===== src/rtl/multicycle_controller.sv =====
// Multicycle RV32I sequencer: fetch/decode/exec/mem/wb FSM over one shared memory port.
// Optional perf counters are built when PERF_COUNTER_EN is defined; otherwise they read 0.
module multicycle_controller #(
  parameter int CNT_W = 32
) (
  input  logic             clock,
  input  logic             reset,
  input  logic [31:0]      inst,
  input  logic             branch_cond,
  input  logic             mem_ready,
  output logic             mem_req,
  output logic             mem_wr,
  output logic             addr_sel,
  output logic             ir_wr,
  output logic             pc_wr,
  output logic             pc_src,
  output logic             reg_wr,
  output logic [1:0]       wb_sel,
  output logic             alu_src_a,
  output logic             alu_src_b,
  output logic [3:0]       alu_op,
  output logic             halted,
  output logic [CNT_W-1:0] cycle_cnt,
  output logic [CNT_W-1:0] instret_cnt
);

  localparam logic [2:0] S_FETCH  = 3'b000;
  localparam logic [2:0] S_DECODE = 3'b001;
  localparam logic [2:0] S_EXEC   = 3'b010;
  localparam logic [2:0] S_MEM    = 3'b011;
  localparam logic [2:0] S_WB     = 3'b100;
  localparam logic [2:0] S_TRAP   = 3'b101;

  localparam logic [6:0] OP_R     = 7'b0110011;
  localparam logic [6:0] OP_I     = 7'b0010011;
  localparam logic [6:0] OP_LOAD  = 7'b0000011;
  localparam logic [6:0] OP_STORE = 7'b0100011;
  localparam logic [6:0] OP_BR    = 7'b1100011;
  localparam logic [6:0] OP_JAL   = 7'b1101111;
  localparam logic [6:0] OP_JALR  = 7'b1100111;
  localparam logic [6:0] OP_LUI   = 7'b0110111;
  localparam logic [6:0] OP_AUIPC = 7'b0010111;

  logic [2:0] state;
  logic [2:0] state_nxt;

  logic [6:0] opcode;
  logic [2:0] f3;
  logic       f7b;
  logic       is_r, is_i, is_load, is_store, is_br, is_jal, is_jalr, is_lui, is_auipc;
  logic       legal;
  logic       unused_inst_bits;

  assign opcode   = inst[6:0];
  assign f3       = inst[14:12];
  assign f7b      = inst[30];
  assign is_r     = (opcode == OP_R);
  assign is_i     = (opcode == OP_I);
  assign is_load  = (opcode == OP_LOAD);
  assign is_store = (opcode == OP_STORE);
  assign is_br    = (opcode == OP_BR);
  assign is_jal   = (opcode == OP_JAL);
  assign is_jalr  = (opcode == OP_JALR);
  assign is_lui   = (opcode == OP_LUI);
  assign is_auipc = (opcode == OP_AUIPC);
  assign legal    = is_r | is_i | is_load | is_store | is_br | is_jal | is_jalr | is_lui | is_auipc;
  assign unused_inst_bits = ^{inst[31], inst[29:15], inst[11:7]};

  logic       req_c, wr_c, as_c, irw_c, pcw_c, pcs_c, rw_c, sa_c, sb_c;
  logic [1:0] wbs_c;
  logic [3:0] op_c;

  always_comb begin
    state_nxt = state;
    req_c = 1'b0;
    wr_c  = 1'b0;
    as_c  = 1'b0;
    irw_c = 1'b0;
    pcw_c = 1'b0;
    pcs_c = 1'b0;
    rw_c  = 1'b0;
    wbs_c = 2'b00;
    sa_c  = 1'b0;
    sb_c  = 1'b0;
    op_c  = 4'b0000;
    case (state)
      S_FETCH: begin
        req_c = 1'b1;
        if (mem_ready) begin
          irw_c     = 1'b1;
          state_nxt = S_DECODE;
        end
      end
      S_DECODE: state_nxt = legal ? S_EXEC : S_TRAP;
      S_EXEC: begin
        if (is_r) begin
          op_c = {f7b, f3};
        end else if (is_i) begin
          // Only the shift-right-immediate encodings carry funct7[5] (SRLI vs SRAI)
          op_c = {(f3 == 3'b101) ? f7b : 1'b0, f3};
          sb_c = 1'b1;
        end else if (is_load | is_store | is_jalr | is_lui) begin
          sb_c = 1'b1;
        end else begin
          sa_c = 1'b1;
          sb_c = 1'b1;
        end
        if (is_load | is_store) begin
          state_nxt = S_MEM;
        end else if (is_br) begin
          pcw_c     = 1'b1;
          pcs_c     = branch_cond;
          state_nxt = S_FETCH;
        end else begin
          state_nxt = S_WB;
        end
      end
      S_MEM: begin
        req_c = 1'b1;
        as_c  = 1'b1;
        wr_c  = is_store;
        if (mem_ready) begin
          pcw_c     = is_store;
          state_nxt = is_store ? S_FETCH : S_WB;
        end
      end
      S_WB: begin
        rw_c      = 1'b1;
        wbs_c     = is_load ? 2'b01 : ((is_jal | is_jalr) ? 2'b10 : 2'b00);
        pcw_c     = 1'b1;
        pcs_c     = is_jal | is_jalr;
        state_nxt = S_FETCH;
      end
      S_TRAP:  state_nxt = S_TRAP;
      default: state_nxt = S_FETCH;
    endcase
  end

  always_ff @(posedge clock) begin
    if (reset) state <= S_FETCH;
    else       state <= state_nxt;
  end

  // Outputs are forced low during the reset cycle, which also drops any held request
  assign mem_req   = ~reset & req_c;
  assign mem_wr    = ~reset & wr_c;
  assign addr_sel  = ~reset & as_c;
  assign ir_wr     = ~reset & irw_c;
  assign pc_wr     = ~reset & pcw_c;
  assign pc_src    = ~reset & pcs_c;
  assign reg_wr    = ~reset & rw_c;
  assign wb_sel    = reset ? 2'b00 : wbs_c;
  assign alu_src_a = ~reset & sa_c;
  assign alu_src_b = ~reset & sb_c;
  assign alu_op    = reset ? 4'b0000 : op_c;
  assign halted    = ~reset & (state == S_TRAP);

`ifdef PERF_COUNTER_EN
  logic             retire;
  logic [CNT_W-1:0] cyc_q;
  logic [CNT_W-1:0] ret_q;

  assign retire = (state == S_WB) | (state == S_EXEC & is_br) |
                  (state == S_MEM & is_store & mem_ready);

  always_ff @(posedge clock) begin
    if (reset) begin
      cyc_q <= '0;
      ret_q <= '0;
    end else if (state != S_TRAP) begin
      cyc_q <= cyc_q + CNT_W'(1);
      if (retire) ret_q <= ret_q + CNT_W'(1);
    end
  end

  assign cycle_cnt   = reset ? '0 : cyc_q;
  assign instret_cnt = reset ? '0 : ret_q;
`else
  assign cycle_cnt   = '0;
  assign instret_cnt = '0;
`endif

endmodule


===== config.mk =====
export PLATFORM = sky130hd
export DESIGN_NAME = multicycle_controller
export DESIGN_NICKNAME = d
export VERILOG_FILES = /design/src/rtl/multicycle_controller.sv
export SDC_FILE = /design/constraint.sdc
export NUM_CORES = 1
export LEC_CHECK = 0
export ABC_AREA = 1
export BUFFER_PORTS_ARGS = -buffer_cell sky130_fd_sc_hd__buf_4
export CAP_MARGIN = 30
export CELL_PAD_IN_SITES_DETAIL_PLACEMENT = 1
export CELL_PAD_IN_SITES_GLOBAL_PLACEMENT = 2
export CORE_ASPECT_RATIO = 0.75
export CORE_UTILIZATION = 15
export CTS_BUF_LIST = sky130_fd_sc_hd__clkbuf_16
export DETAILED_ROUTE_END_ITERATION = 8
export PLACE_DENSITY_LB_ADDON = 0.1
export SYNTH_ARGS = -nofsm -noshare
export SYNTH_HDL_FRONTEND = slang
export SYNTH_SLANG_ARGS = --single-unit

===== constraint.sdc =====
create_clock -name clock -period 1.7 [get_ports clock]
set_clock_uncertainty 0.15 [all_clocks]
set_input_delay 0.085 -clock clock [delete_from_list [all_inputs] [get_ports clock]]
set_output_delay 0.085 -clock clock [all_outputs]
set_load 0.02 [all_outputs]

==> results_tabular.tex, run 1 <==
\begin{tabular}{lr}
\hline
Metric & Value \\
\hline
\multicolumn{2}{l}{\textbf{Critical path}} \\
Stage delay of the slowest cell on the critical path & about 0.32 ns \\
Endpoint class of the critical path & primary output \\
Critical Path Source Type & flip-flop \\
Maximum fanout encountered on the critical timing path & 5 \\
Kind of cell adding the most delay to the critical path & buffers and inverters \\
Critical path's slowest cell & dfxtp\_2 \\
Data arrival time of the critical path & 1.35 ns \\
Data required time of the critical path & $\sim$1.5 ns \\
CP most frequent cell & buf\_4 \\
Flop2flop setup slack & 0.43 ns \\
Buf+Inv Stages, Crit Path & 4 \\
Classification of the worst setup path & flip-flop to primary output \\
CP Cell Sequence & inv\_2 -> nor3\_1 -> buf\_4 -> a31oi\_2 -> o31ai\_2 -> nand2\_1 -> inv\_1 -> buf\_4 \\
\multicolumn{2}{l}{\textbf{Synth}} \\
Proportion of synthesized chip area in sequential cells & $\sim$6\% \\
Mean cell area of the mapped netlist & about 6.1 µm² \\
Cell variety after synth & 23 \\
Number of standard cells after synthesis & 166 \\
Post-synthesis instance area & about 1000 µm² \\
Synthesis Warnings & 0 \\
Post-synthesis sequential element count & 3 \\
\multicolumn{2}{l}{\textbf{Global routing}} \\
Largest net degree at the start of global routing & 13 \\
Initial antenna violation count & 0 \\
Via count of the first global-routing pass & between 700 and 800 \\
Grt ovf & 0 \\
First-pass GRT wire length & 3660 µm \\
Global Route Usage Sum & under 10\% \\
\multicolumn{2}{l}{\textbf{Routing}} \\
Detailed-route wire length per cell & between 8 and 9 µm \\
Antenna Violating Nets Remaining & 0 \\
Vias & a little under 900 \\
Total DRC errors in the routed layout & 0 \\
Routed vias/inst & about 3.1 \\
First DRT Iteration DRCs & 15 \\
First drt pass iteration count & 4 \\
DRT Wirelength & approximately 2500 µm \\
\multicolumn{2}{l}{\textbf{Worst hold path}} \\
Path type of the worst min-delay path & input port to flip-flop \\
\multicolumn{2}{l}{\textbf{Power and ir drop}} \\
Switching component of the power & around 300 µW \\
Power share of the clock group & about half \\
Proportion of total power due to net switching & roughly 40\% \\
Worst ir drop on vdd & approximately 0.00023 V \\
Sequential share of power & 11.9\% \\
Pwr/cell area & 636 nW/µm² \\
Leak pwr & between 0.0006 and 0.0007 µW \\
Fraction of power consumed by combinational cells & about two fifths \\
Internal Dissipation & around 460 µW \\
\multicolumn{2}{l}{\textbf{Layout}} \\
Final Core Density & about a fifth \\
Most frequent standard cell in the layout excluding fill and tap cells & conb\_1 \\
Max reg flops & 3 \\
Commonest cells after routing, fill and taps aside & 64 x conb\_1, 31 x buf\_4, 26 x nand2\_1 \\
N\_diodes & 0 \\
Largest registers & state x3 \\
Net total in the final layout & 236 \\
Area grow syn2layout & 19.6\% \\
Register name with the most flops & state \\
Layout cells sized above 1 & 28.1\% \\
\multicolumn{2}{l}{\textbf{Run status}} \\
Run status & finished, final reports clean \\
\multicolumn{2}{l}{\textbf{Placement}} \\
Placer Congestion & around 0.73 \\
Post-placement worst setup slack & 0.240 ns \\
Port-buffer cells & 30 \\
Detailed-placement wirelength estimate & between 2000 and 2500 µm \\
\multicolumn{2}{l}{\textbf{Die}} \\
Starting density of the core & between 10\% and 20\% \\
Die area & 7030 µm² \\
Die outline width & slightly below 100 µm \\
Standard-cell row count & 25 \\
Height of the die & approximately 73 µm \\
Number of top-level design ports & 116 \\
Core area & between 6000 and 7000 µm² \\
\multicolumn{2}{l}{\textbf{CTS}} \\
Clock transition at the registers of the reported paths & $\sim$0.03 ns \\
Total number of H-tree levels & 1 \\
\# hold bufs at CTS & 0 \\
Number of buffers between clock root and the deepest sink & 2 \\
CTS tree & built \\
Buffers inserted during post-CTS setup optimization & 0 \\
Clock sink total & 3 \\
Clock network latency to the later pin of the worst-skew pair & around 0.22 ns \\
Number of buffers inserted during clock tree synthesis & 3 \\
Buffer type at the clock tree root & clkbuf\_16 \\
\multicolumn{2}{l}{\textbf{Timing}} \\
Final hold violation count & 0 \\
Part of the cycle the worst path needs & between 90 and 100\% \\
Final count of negative-setup-slack endpoints & 0 \\
Clock period minus final worst setup slack & $\sim$1.6 ns \\
Worst Hold Margin & between 0.1 and 0.15 ns \\
Final number of max-transition violations & 0 \\
Worst Setup Slack, final & between 0.1 and 0.15 ns \\
Max Clock Freq & $\sim$0.63 GHz \\
Final sum of negative setup slack & 0 ns \\
Unrepaired setup endpoints after global routing & no \\
\multicolumn{2}{l}{\textbf{Flow run}} \\
Max cap viols & 0 \\
\hline
\end{tabular}
## cell type report
| cell class | instances | area [µm²] |
|---|---|---|
| flip-flops and latches | 3 | 63.8 |
| well taps | 81 | 101 |
| clock inverters | 1 | 3.75 |
| inverters | 20 | 75.1 |
| fillers | 828 | 5180 |
| clock buffers | 3 | 75.1 |
| repair buffers | 31 | 233 |
| multi-input cells | 141 | 649 |
## per-stage QoR
step | area [µm²] | cells | power [µW]
CTS | 1170 | 280 | 762
detailed placement | 1090 | 276 | 386
floorplan | 1240 | 229 | 426
global route | 1200 | 280 | 813
global placement | 1090 | 276 | 386
finish | 1200 | 280 | 764
## synth_stat cells
master	instances	area [µm²]
nor2_2	4	25.0
a21boi_1	1	7.51
nand2_2	3	18.8
conb_1	1	3.75
nor2_1	21	78.8
buf_4	64	480
buf_2	1	5.00
a21oi_1	2	10.0
a211oi_1	1	7.51
a21boi_0	1	7.51
o31ai_1	2	15.0
nand3_1	4	20.0
nand2_1	26	97.6
inv_2	3	11.3
nor4_2	1	12.5
nor3_1	4	20.0
a31oi_1	1	6.26
a211oi_2	1	12.5
nand3_2	2	20.0
nand4_1	2	12.5
inv_1	17	63.8
a21oi_2	1	8.76
dfxtp_1	3	60.1
## power by group through the flow
stage | combinational (µW) | clock (µW) | sequential (µW)
floorplan | 339 | 0 | 86.9
global placement | 297 | 0 | 89.4
detailed placement | 297 | 0 | 89.1
CTS | 298 | 376 | 88.2
global route | 336 | 384 | 92.5
finish | 305 | 368 | 90.8
## worst register-to-register path: cells and delay by family, from the launching register on
family          cells  cell delay (ns)
compound gates      2             0.43
flops               1             0.33
simple gates        2             0.22
buf+inv             1             0.07
## cells by family (layout without fill, tap and decap cells)
| kind of cell | after synthesis | in the layout | synth area share, % |
|---|---|---|---|
| buf+inv | 85 | 55 | 55.8 |
| other cells | 1 | 64 | 0.373 |
| flops | 3 | 3 | 5.98 |
| compound gates | 10 | 10 | 7.47 |
| simple gates | 67 | 67 | 30.4 |
## routing by layer
layer  wire (µm)  track usage, %
met1        1140            8.79
met3         180           0.521
met4           0            2.45
met5           0               0
met2        1170            11.4
## final timing paths
| path | end | startpoint | cells after the start |
|---|---|---|---|
| setup / recovery | pc_wr | state[2]$_SDFFE_PP0P_ | 8 |
| hold / removal | state[0]$_SDFFE_PP0P_ | mem_ready | 4 |
| setup reg to reg | state[2]$_SDFFE_PP0P_ | state[2]$_SDFFE_PP0P_ | 5 |
| hold reg to reg | state[2]$_SDFFE_PP0P_ | state[2]$_SDFFE_PP0P_ | 3 |
## timing repair
| item | CTS | global route |
|---|---|---|
| resized for setup | 1 | 8 |
| endpoints found under the setup margin | 1 | 7 |
| pin swaps | 0 | 0 |
Note: power is estimated with default switching activity, not from simulation.
==> run 2: changes to the inputs <==
ABC_AREA = 0   (was 1)
CORE_UTILIZATION = 16   (was 15)
==> run 2 against run 1 <==
  * Non-clock buffer count increased by 6
  * Synthesized cell count decreased by 19%
  * Utilization up 1.6 points
  * Sequential share of layout area down 0.26 points
  * First-iteration DRC count is 80% higher
  * Highest routed layer is now met4
  * Largest power group unchanged
  * Sequential power down 4.8%
  * Maximum frequency is 1.8% lower
  * Cell area up 0.94%
  * Register-to-register slack got worse by 0.15 ns
  * Worst hold slack got worse by 0.057 ns
  * Critical path depth decreased by 3
  * Global-route usage is 0.32 points higher
  * Largest cell class unchanged
==> results_tabular.tex, run 2 <==
\begin{tabular}{lr}
\hline
Metric & Value \\
\hline
\multicolumn{2}{l}{\textbf{Timing}} \\
Clock period minus final worst setup slack & 1.61 ns (was 1.58 ns) \\
Unrepaired setup endpoints after global routing & no (unchanged) \\
Final number of max-transition violations & 0 (unchanged) \\
Worst Hold Margin & 0.0514 ns (was 0.108 ns) \\
Part of the cycle the worst path needs & 94.8\% (was 93.1\%) \\
Final hold violation count & 0 (unchanged) \\
Final count of negative-setup-slack endpoints & 0 (unchanged) \\
Final sum of negative setup slack & 0 ns (unchanged) \\
Worst Setup Slack, final & 0.0887 ns (was 0.118 ns) \\
Max Clock Freq & 0.621 GHz (was 0.632 GHz) \\
\multicolumn{2}{l}{\textbf{Routing}} \\
Total DRC errors in the routed layout & 0 (unchanged) \\
First drt pass iteration count & 2 (was 4) \\
Detailed-route wire length per cell & 10.1 µm (was 8.88 µm) \\
Antenna Violating Nets Remaining & 0 (unchanged) \\
Vias & 838 (was 868) \\
Routed vias/inst & 3.35 (was 3.10) \\
DRT Wirelength & 2520 µm (was 2490 µm) \\
First DRT Iteration DRCs & 27 (was 15) \\
\multicolumn{2}{l}{\textbf{Layout}} \\
N\_diodes & 0 (unchanged) \\
Net total in the final layout & 209 (was 236) \\
Largest registers & state x3 (unchanged) \\
Register name with the most flops & state (unchanged) \\
Number of non-filler instances in the completed layout & 250 (was 280) \\
Most frequent standard cell in the layout excluding fill and tap cells & conb\_1 (unchanged) \\
Commonest cells after routing, fill and taps aside & 64 x conb\_1, 37 x buf\_4, 5 x and3\_1 (was 64 x conb\_1, 31 x buf\_4, 26 x nand2\_1) \\
Max reg flops & 3 (unchanged) \\
Layout cells sized above 1 & 30.2\% (was 28.1\%) \\
Area grow syn2layout & 19.8\% (was 19.6\%) \\
\# fillers & 745 (was 828) \\
\multicolumn{2}{l}{\textbf{Synth}} \\
Share of Yosys cell area claimed by the top area cell type & 47.5\% (was 47.8\%) \\
Cell variety after synth & 39 (was 23) \\
Synthesized-area fraction occupied by adder cells & 0.989\% (was 0\%) \\
Post-synthesis compound-gate area fraction & 8.16\% (was 7.47\%) \\
Post-synthesis instance area & 1010 µm² (was 1000 µm²) \\
Proportion of synthesized chip area in sequential cells & 5.93\% (was 5.98\%) \\
Top cells by count, synth & 64 x buf\_4, 5 x and3\_1, 5 x nor2b\_1 (was 64 x buf\_4, 26 x nand2\_1, 21 x nor2\_1, 17 x inv\_1) \\
Share of flip-flops with an asynchronous set or reset after synthesis & 0\% (unchanged) \\
Most instantiated flip-flop cell in the synthesis netlist & dfxtp\_1 (unchanged) \\
Post-synthesis sequential element count & 3 (unchanged) \\
Mean cell area of the mapped netlist & 7.50 µm² (was 6.05 µm²) \\
Xor and xnor fraction of the mapped netlist area & 0\% (unchanged) \\
Simple-gate share of the synthesized area & 32.6\% (was 30.4\%) \\
Most repeated cell in the gate-level netlist after synthesis & buf\_4 (unchanged) \\
Share of cell area taken by muxes after synthesis & 0.989\% (was 0\%) \\
Number of enable-type register cells in the synthesized netlist & 0 (unchanged) \\
Main combinational cell family by area after synthesis & buffers and inverters (unchanged) \\
Synthesis Warnings & 0 (unchanged) \\
Number of standard cells after synthesis & 135 (was 166) \\
Most area-hungry cell type in the Yosys netlist & buf\_4 (unchanged) \\
Dominant cells by area after synthesis & buf\_4 47\%, dfxtp\_1 5.9\%, nand3b\_4 4.0\%, and3\_1 3.1\%, nor2b\_1 3.1\% (was buf\_4 48\%, nand2\_1 9.7\%, nor2\_1 7.8\%, inv\_1 6.4\%, dfxtp\_1 6.0\%) \\
\multicolumn{2}{l}{\textbf{Run status}} \\
Run status & finished, final reports clean (unchanged) \\
\multicolumn{2}{l}{\textbf{Power and ir drop}} \\
Pwr/cell area & 613 nW/µm² (was 636 nW/µm²) \\
Worst ir drop on vdd & 0.000236 V (was 0.000227 V) \\
Leak pwr & 0.000648 µW (was 0.000694 µW) \\
\multicolumn{2}{l}{\textbf{Placement}} \\
Detailed-placement wirelength estimate & 2200 µm (was 2220 µm) \\
Post-placement worst setup slack & 0.134 ns (was 0.240 ns) \\
Placed Cells & 246 (was 276) \\
Port-buffer cells & 30 (unchanged) \\
Placer Congestion & 0.684 (was 0.732) \\
\multicolumn{2}{l}{\textbf{Critical path}} \\
Maximum fanout encountered on the critical timing path & 8 (was 5) \\
Data arrival time of the critical path & 1.38 ns (was 1.35 ns) \\
Classification of the worst setup path & flip-flop to primary output (unchanged) \\
Endpoint class of the critical path & primary output (unchanged) \\
Data required time of the critical path & 1.46 ns (about the same) \\
Critical Path Source Type & flip-flop (unchanged) \\
Reg2reg path depth & 3 (was 5) \\
\multicolumn{2}{l}{\textbf{CTS}} \\
Number of buffers between clock root and the deepest sink & 2 (unchanged) \\
\# hold bufs at CTS & 0 (unchanged) \\
Number of buffers inserted during clock tree synthesis & 3 (unchanged) \\
Buffer type at the clock tree root & clkbuf\_16 (unchanged) \\
Total number of H-tree levels & 1 (unchanged) \\
CTS tree & built (unchanged) \\
Clock transition at the registers of the reported paths & 0.03 ns (about the same) \\
Clock sink total & 3 (unchanged) \\
Clock network latency to the later pin of the worst-skew pair & 0.22 ns (about the same) \\
Buffers inserted during post-CTS setup optimization & 0 (unchanged) \\
\multicolumn{2}{l}{\textbf{Global routing}} \\
Largest net degree at the start of global routing & 11 (was 13) \\
First-pass GRT wire length & 3660 µm (unchanged) \\
Grt ovf & 0 (unchanged) \\
Global Route Usage Sum & 7.01\% (was 6.69\%) \\
Via count of the first global-routing pass & 750 (was 798) \\
Initial antenna violation count & 0 (unchanged) \\
\multicolumn{2}{l}{\textbf{Die}} \\
Height of the die & 70.9 µm (was 72.9 µm) \\
Standard-cell row count & 24 (was 25) \\
Die outline width & 93.8 µm (was 96.5 µm) \\
Starting density of the core & 17.0\% (was 15.7\%) \\
Number of top-level design ports & 116 (unchanged) \\
Core area & 5950 µm² (was 6380 µm²) \\
Die area & 6650 µm² (was 7030 µm²) \\
\multicolumn{2}{l}{\textbf{Flow run}} \\
Max cap viols & 0 (unchanged) \\
\multicolumn{2}{l}{\textbf{Worst hold path}} \\
Path type of the worst min-delay path & input port to flip-flop (unchanged) \\
Count of cells along the worst hold path & 3 (was 4) \\
\hline
\end{tabular}
run 2: what timing repair did:
item	4_1_cts	5_1_grt
pin swaps	0	1
setup endpoints to repair	3	5
gates resized for setup	2	4
run 2: path summary, 6_finish.rpt:
kind / start / end / slack [ns]
max: state[2]$_SDFFE_PP0P_ / mem_wr / 0.09
min: mem_ready / state[2]$_SDFFE_PP0P_ / 0.05
max reg2reg: state[1]$_SDFFE_PP0P_ / state[2]$_SDFFE_PP0P_ / 0.28
min reg2reg: state[0]$_SDFFE_PP0P_ / state[1]$_SDFFE_PP0P_ / 0.41
run 2: power breakdown:
part	switching [µW]	leakage, µW	internal (µW)
registers	9.24	0.0000250	77.2
clock network	65.0	0.0000423	303
logic	207	0.000581	81.4
total	281	0.000648	462
run 2: through the flow:
step                instance area, µm²  power, µW  util [%]
finish                            1210        743      20.4
global route                      1210        785      20.4
CTS                               1200        745      20.2
detailed placement                1120        367      18.8
global placement                  1120        368      18.8
floorplan                         1250        404         -
run 2: metal layers:
metal,routed length (µm),global-route usage (%),vias up
met5,0,0,-
met4,10,1.54,0
met3,241,2.37,3
met2,1160,11.0,50
met1,1110,9.25,384
li1,-,-,401
run 2: cell families (layout without fill, tap and decap cells):
| group | after synthesis | count (layout) |
|---|---|---|
| other | 1 | 64 |
| multiplexers | 1 | 1 |
| AND/OR/NAND/NOR | 48 | 48 |
| flip-flops | 3 | 3 |
| buffers and inverters | 69 | 43 |
| adder cells (fa/ha/maj) | 1 | 1 |
| AO/OA/AOI/OAI | 12 | 12 |
run 2: worst max-delay path, cell delays in order (launching register included):
cell	delay (ns)
dfxtp_2	0.39
nor2_1	0.08
buf_4	0.15
and3_1	0.19
and3_1	0.19
buf_4	0.15
run 2: final cells by class:
class | count | area [µm²] | area share (%)
inverters | 2 | 7.51 | 0.619
flip-flops and latches | 3 | 61.3 | 5.06
well taps | 78 | 97.6 | 8.05
repair buffers | 37 | 278 | 22.9
clock buffers | 3 | 75.1 | 6.19
clock inverters | 1 | 3.75 | 0.310
multi-input cells | 126 | 689 | 56.9
==> run 3: changes to the inputs <==
BUFFER_PORTS_ARGS = unset   (was -buffer_cell sky130_fd_sc_hd__buf_4)
CORE_UTILIZATION = 30   (was 16)
DONT_BUFFER_PORTS = 1   (was unset)
==> run 3 against run 2 <==
  * Worst setup slack improved by 0.025 ns
  * Utilization rose by 13 points
  * Sequential share of layout area rose by 1.2 points
  * Maximum frequency rose by 1.6%
  * First-iteration DRC count fell by 70%
  * Global-route usage rose by 4.3 points
  * Routed wire length fell by 13%
  * Combinational power fell by 19%
  * Critical endpoint is now pc_wr
  * Largest power group unchanged
  * Highest routed layer is now met3
==> results_tabular.tex, run 3 (synthesis results as in run 2) <==
\begin{tabular}{lr}
\hline
Metric & Value \\
\hline
\multicolumn{2}{l}{\textbf{Run status}} \\
Run status & finished, final reports clean (unchanged) \\
\multicolumn{2}{l}{\textbf{Global routing}} \\
Initial antenna violation count & 0 (unchanged) \\
Global Route Usage Sum & 11.3\% (was 7.01\%) \\
Grt ovf & 0 (unchanged) \\
First-pass GRT wire length & 3260 µm (was 3660 µm) \\
Largest net degree at the start of global routing & 11 (unchanged) \\
Via count of the first global-routing pass & 684 (was 750) \\
\multicolumn{2}{l}{\textbf{Timing}} \\
Final sum of negative setup slack & 0 ns (unchanged) \\
Final count of negative-setup-slack endpoints & 0 (unchanged) \\
Final number of max-transition violations & 0 (unchanged) \\
Unrepaired setup endpoints after global routing & no (unchanged) \\
Part of the cycle the worst path needs & 93.3\% (was 94.8\%) \\
Max Clock Freq & 0.631 GHz (was 0.621 GHz) \\
Final hold violation count & 0 (unchanged) \\
Clock period minus final worst setup slack & 1.59 ns (was 1.61 ns) \\
\multicolumn{2}{l}{\textbf{Die}} \\
Die outline width & 69.1 µm (was 93.8 µm) \\
Number of top-level design ports & 116 (unchanged) \\
Starting density of the core & 33.0\% (was 17.0\%) \\
Core area & 3060 µm² (was 5950 µm²) \\
Die area & 3610 µm² (was 6650 µm²) \\
Height of the die & 52.3 µm (was 70.9 µm) \\
Standard-cell row count & 17 (was 24) \\
\multicolumn{2}{l}{\textbf{Power and ir drop}} \\
Proportion of total power due to net switching & 36.4\% (was 37.8\%) \\
Internal Dissipation & 437 µW (was 462 µW) \\
Power share of the clock group & 52.7\% (was 49.6\%) \\
Leak pwr & 0.000541 µW (was 0.000648 µW) \\
Switching component of the power & 250 µW (was 281 µW) \\
Fraction of power consumed by combinational cells & 34.1\% (was 38.8\%) \\
Pwr/cell area & 673 nW/µm² (was 613 nW/µm²) \\
Total power & 687 µW (was 743 µW) \\
Sequential share of power & 13.2\% (was 11.6\%) \\
Worst ir drop on vdd & 0.000440 V (was 0.000236 V) \\
\multicolumn{2}{l}{\textbf{Layout}} \\
Final Core Density & 33.4\% (was 20.4\%) \\
Commonest cells after routing, fill and taps aside & 64 x conb\_1, 12 x buf\_4, 5 x dlygate4sd3\_1 (was 64 x conb\_1, 37 x buf\_4, 5 x and3\_1) \\
Register name with the most flops & state (unchanged) \\
Most frequent standard cell in the layout excluding fill and tap cells & conb\_1 (unchanged) \\
\# fillers & 405 (was 745) \\
Number of non-filler instances in the completed layout & 190 (was 250) \\
Layout cells sized above 1 & 19.1\% (was 30.2\%) \\
Area grow syn2layout & 0.989\% (was 19.8\%) \\
Net total in the final layout & 189 (was 209) \\
N\_diodes & 0 (unchanged) \\
Max reg flops & 3 (unchanged) \\
Largest registers & state x3 (unchanged) \\
\multicolumn{2}{l}{\textbf{Routing}} \\
Antenna Violating Nets Remaining & 0 (unchanged) \\
DRT Wirelength & 2210 µm (was 2520 µm) \\
Vias & 777 (was 838) \\
Detailed-route wire length per cell & 11.6 µm (was 10.1 µm) \\
First drt pass iteration count & 4 (was 2) \\
Total DRC errors in the routed layout & 0 (unchanged) \\
First DRT Iteration DRCs & 8 (was 27) \\
Routed vias/inst & 4.09 (was 3.35) \\
\multicolumn{2}{l}{\textbf{Critical path}} \\
Data required time of the critical path & 1.46 ns (about the same) \\
Endpoint class of the critical path & primary output (unchanged) \\
Classification of the worst setup path & flip-flop to primary output (unchanged) \\
Critical Path Source Type & flip-flop (unchanged) \\
Maximum fanout encountered on the critical timing path & 8 (unchanged) \\
Data arrival time of the critical path & 1.35 ns (was 1.38 ns) \\
\multicolumn{2}{l}{\textbf{Placement}} \\
Placer Congestion & 0.769 (was 0.684) \\
Detailed-placement wirelength estimate & 1810 µm (was 2200 µm) \\
Port-buffer cells & 0 (was 30) \\
Placed Cells & 181 (was 246) \\
\multicolumn{2}{l}{\textbf{CTS}} \\
Clock network latency to the later pin of the worst-skew pair & 0.22 ns (about the same) \\
Clock sink total & 3 (unchanged) \\
Number of buffers inserted during clock tree synthesis & 3 (unchanged) \\
CTS tree & built (unchanged) \\
Clock transition at the registers of the reported paths & 0.03 ns (about the same) \\
Buffer type at the clock tree root & clkbuf\_16 (unchanged) \\
Total number of H-tree levels & 1 (unchanged) \\
Number of buffers between clock root and the deepest sink & 2 (unchanged) \\
\multicolumn{2}{l}{\textbf{Worst hold path}} \\
Path type of the worst min-delay path & input port to flip-flop (unchanged) \\
\multicolumn{2}{l}{\textbf{Flow run}} \\
Max cap viols & 0 (unchanged) \\
\hline
\end{tabular}
[run 3: power by group through the flow]
stage | Combinational [µW] | Clock [µW] | Sequential, µW
3_3_place_gp | 217 | 0 | 90.8
6_report | 234 | 362 | 91.1
3_5_place_dp | 219 | 0 | 90.8
2_1_floorplan | 323 | 0 | 80.5
5_1_grt | 251 | 383 | 94.4
4_1_cts | 231 | 372 | 90.1
[run 3: final timing paths]
kind	to	from	slack (ns)	cells after the start
worst max-delay path	pc_wr	state[2]$_SDFFE_PP0P_	0.11	4
worst min-delay path	state[1]$_SDFFE_PP0P_	inst[6]	0.03	3
worst max register to register	state[2]$_SDFFE_PP0P_	state[1]$_SDFFE_PP0P_	0.28	3
worst min register to register	state[1]$_SDFFE_PP0P_	state[0]$_SDFFE_PP0P_	0.43	2
[run 3: routing by layer]
layer	vias to the layer above	global-route usage, %	share of wire [%]
li1	361	-	-
met1	361	14.6	45
met2	55	17.8	44
met3	0	4.81	11
met4	0	2.04	0
met5	-	0	0
[run 3: repair_timing]
item                                   CTS  global route
endpoints found under the hold margin    3             0
hold buffers                             5             0
buffers inserted                         0             0
resized for setup                        1             7
pin swaps                                0             0
setup endpoints to repair                1            12
[run 3: area by class of cell]
cell class,instances,area (µm²),area share (%)
clock buffer,3,75.1,7.34
clock inverter,1,3.75,0.367
inverter,2,7.51,0.734
multi-input combinational,126,684,67.0
sequential,3,63.8,6.24
tap,38,47.5,4.65
timing repair buffer,17,140,13.7
[run 3: critical path, cell delays in order (launching register included)]
cell and delay [ns]:
dfxtp_2 0.34, and2b_1 0.24, nand4_1 0.14, a211oi_2 0.24
buf_4 0.17
[run 3: per-stage QoR]
step / setup slack (ns) / area, µm² / hold slack [ns]
2_1_floorplan: 0.210 / 1250 / 0.0991
3_3_place_gp: 0.186 / 878 / 0.153
3_5_place_dp: 0.169 / 878 / 0.154
4_1_cts: 0.00112 / 1010 / 0.0446
5_1_grt: 0.0318 / 1020 / 0.0753
6_report: 0.114 / 1020 / 0.0292
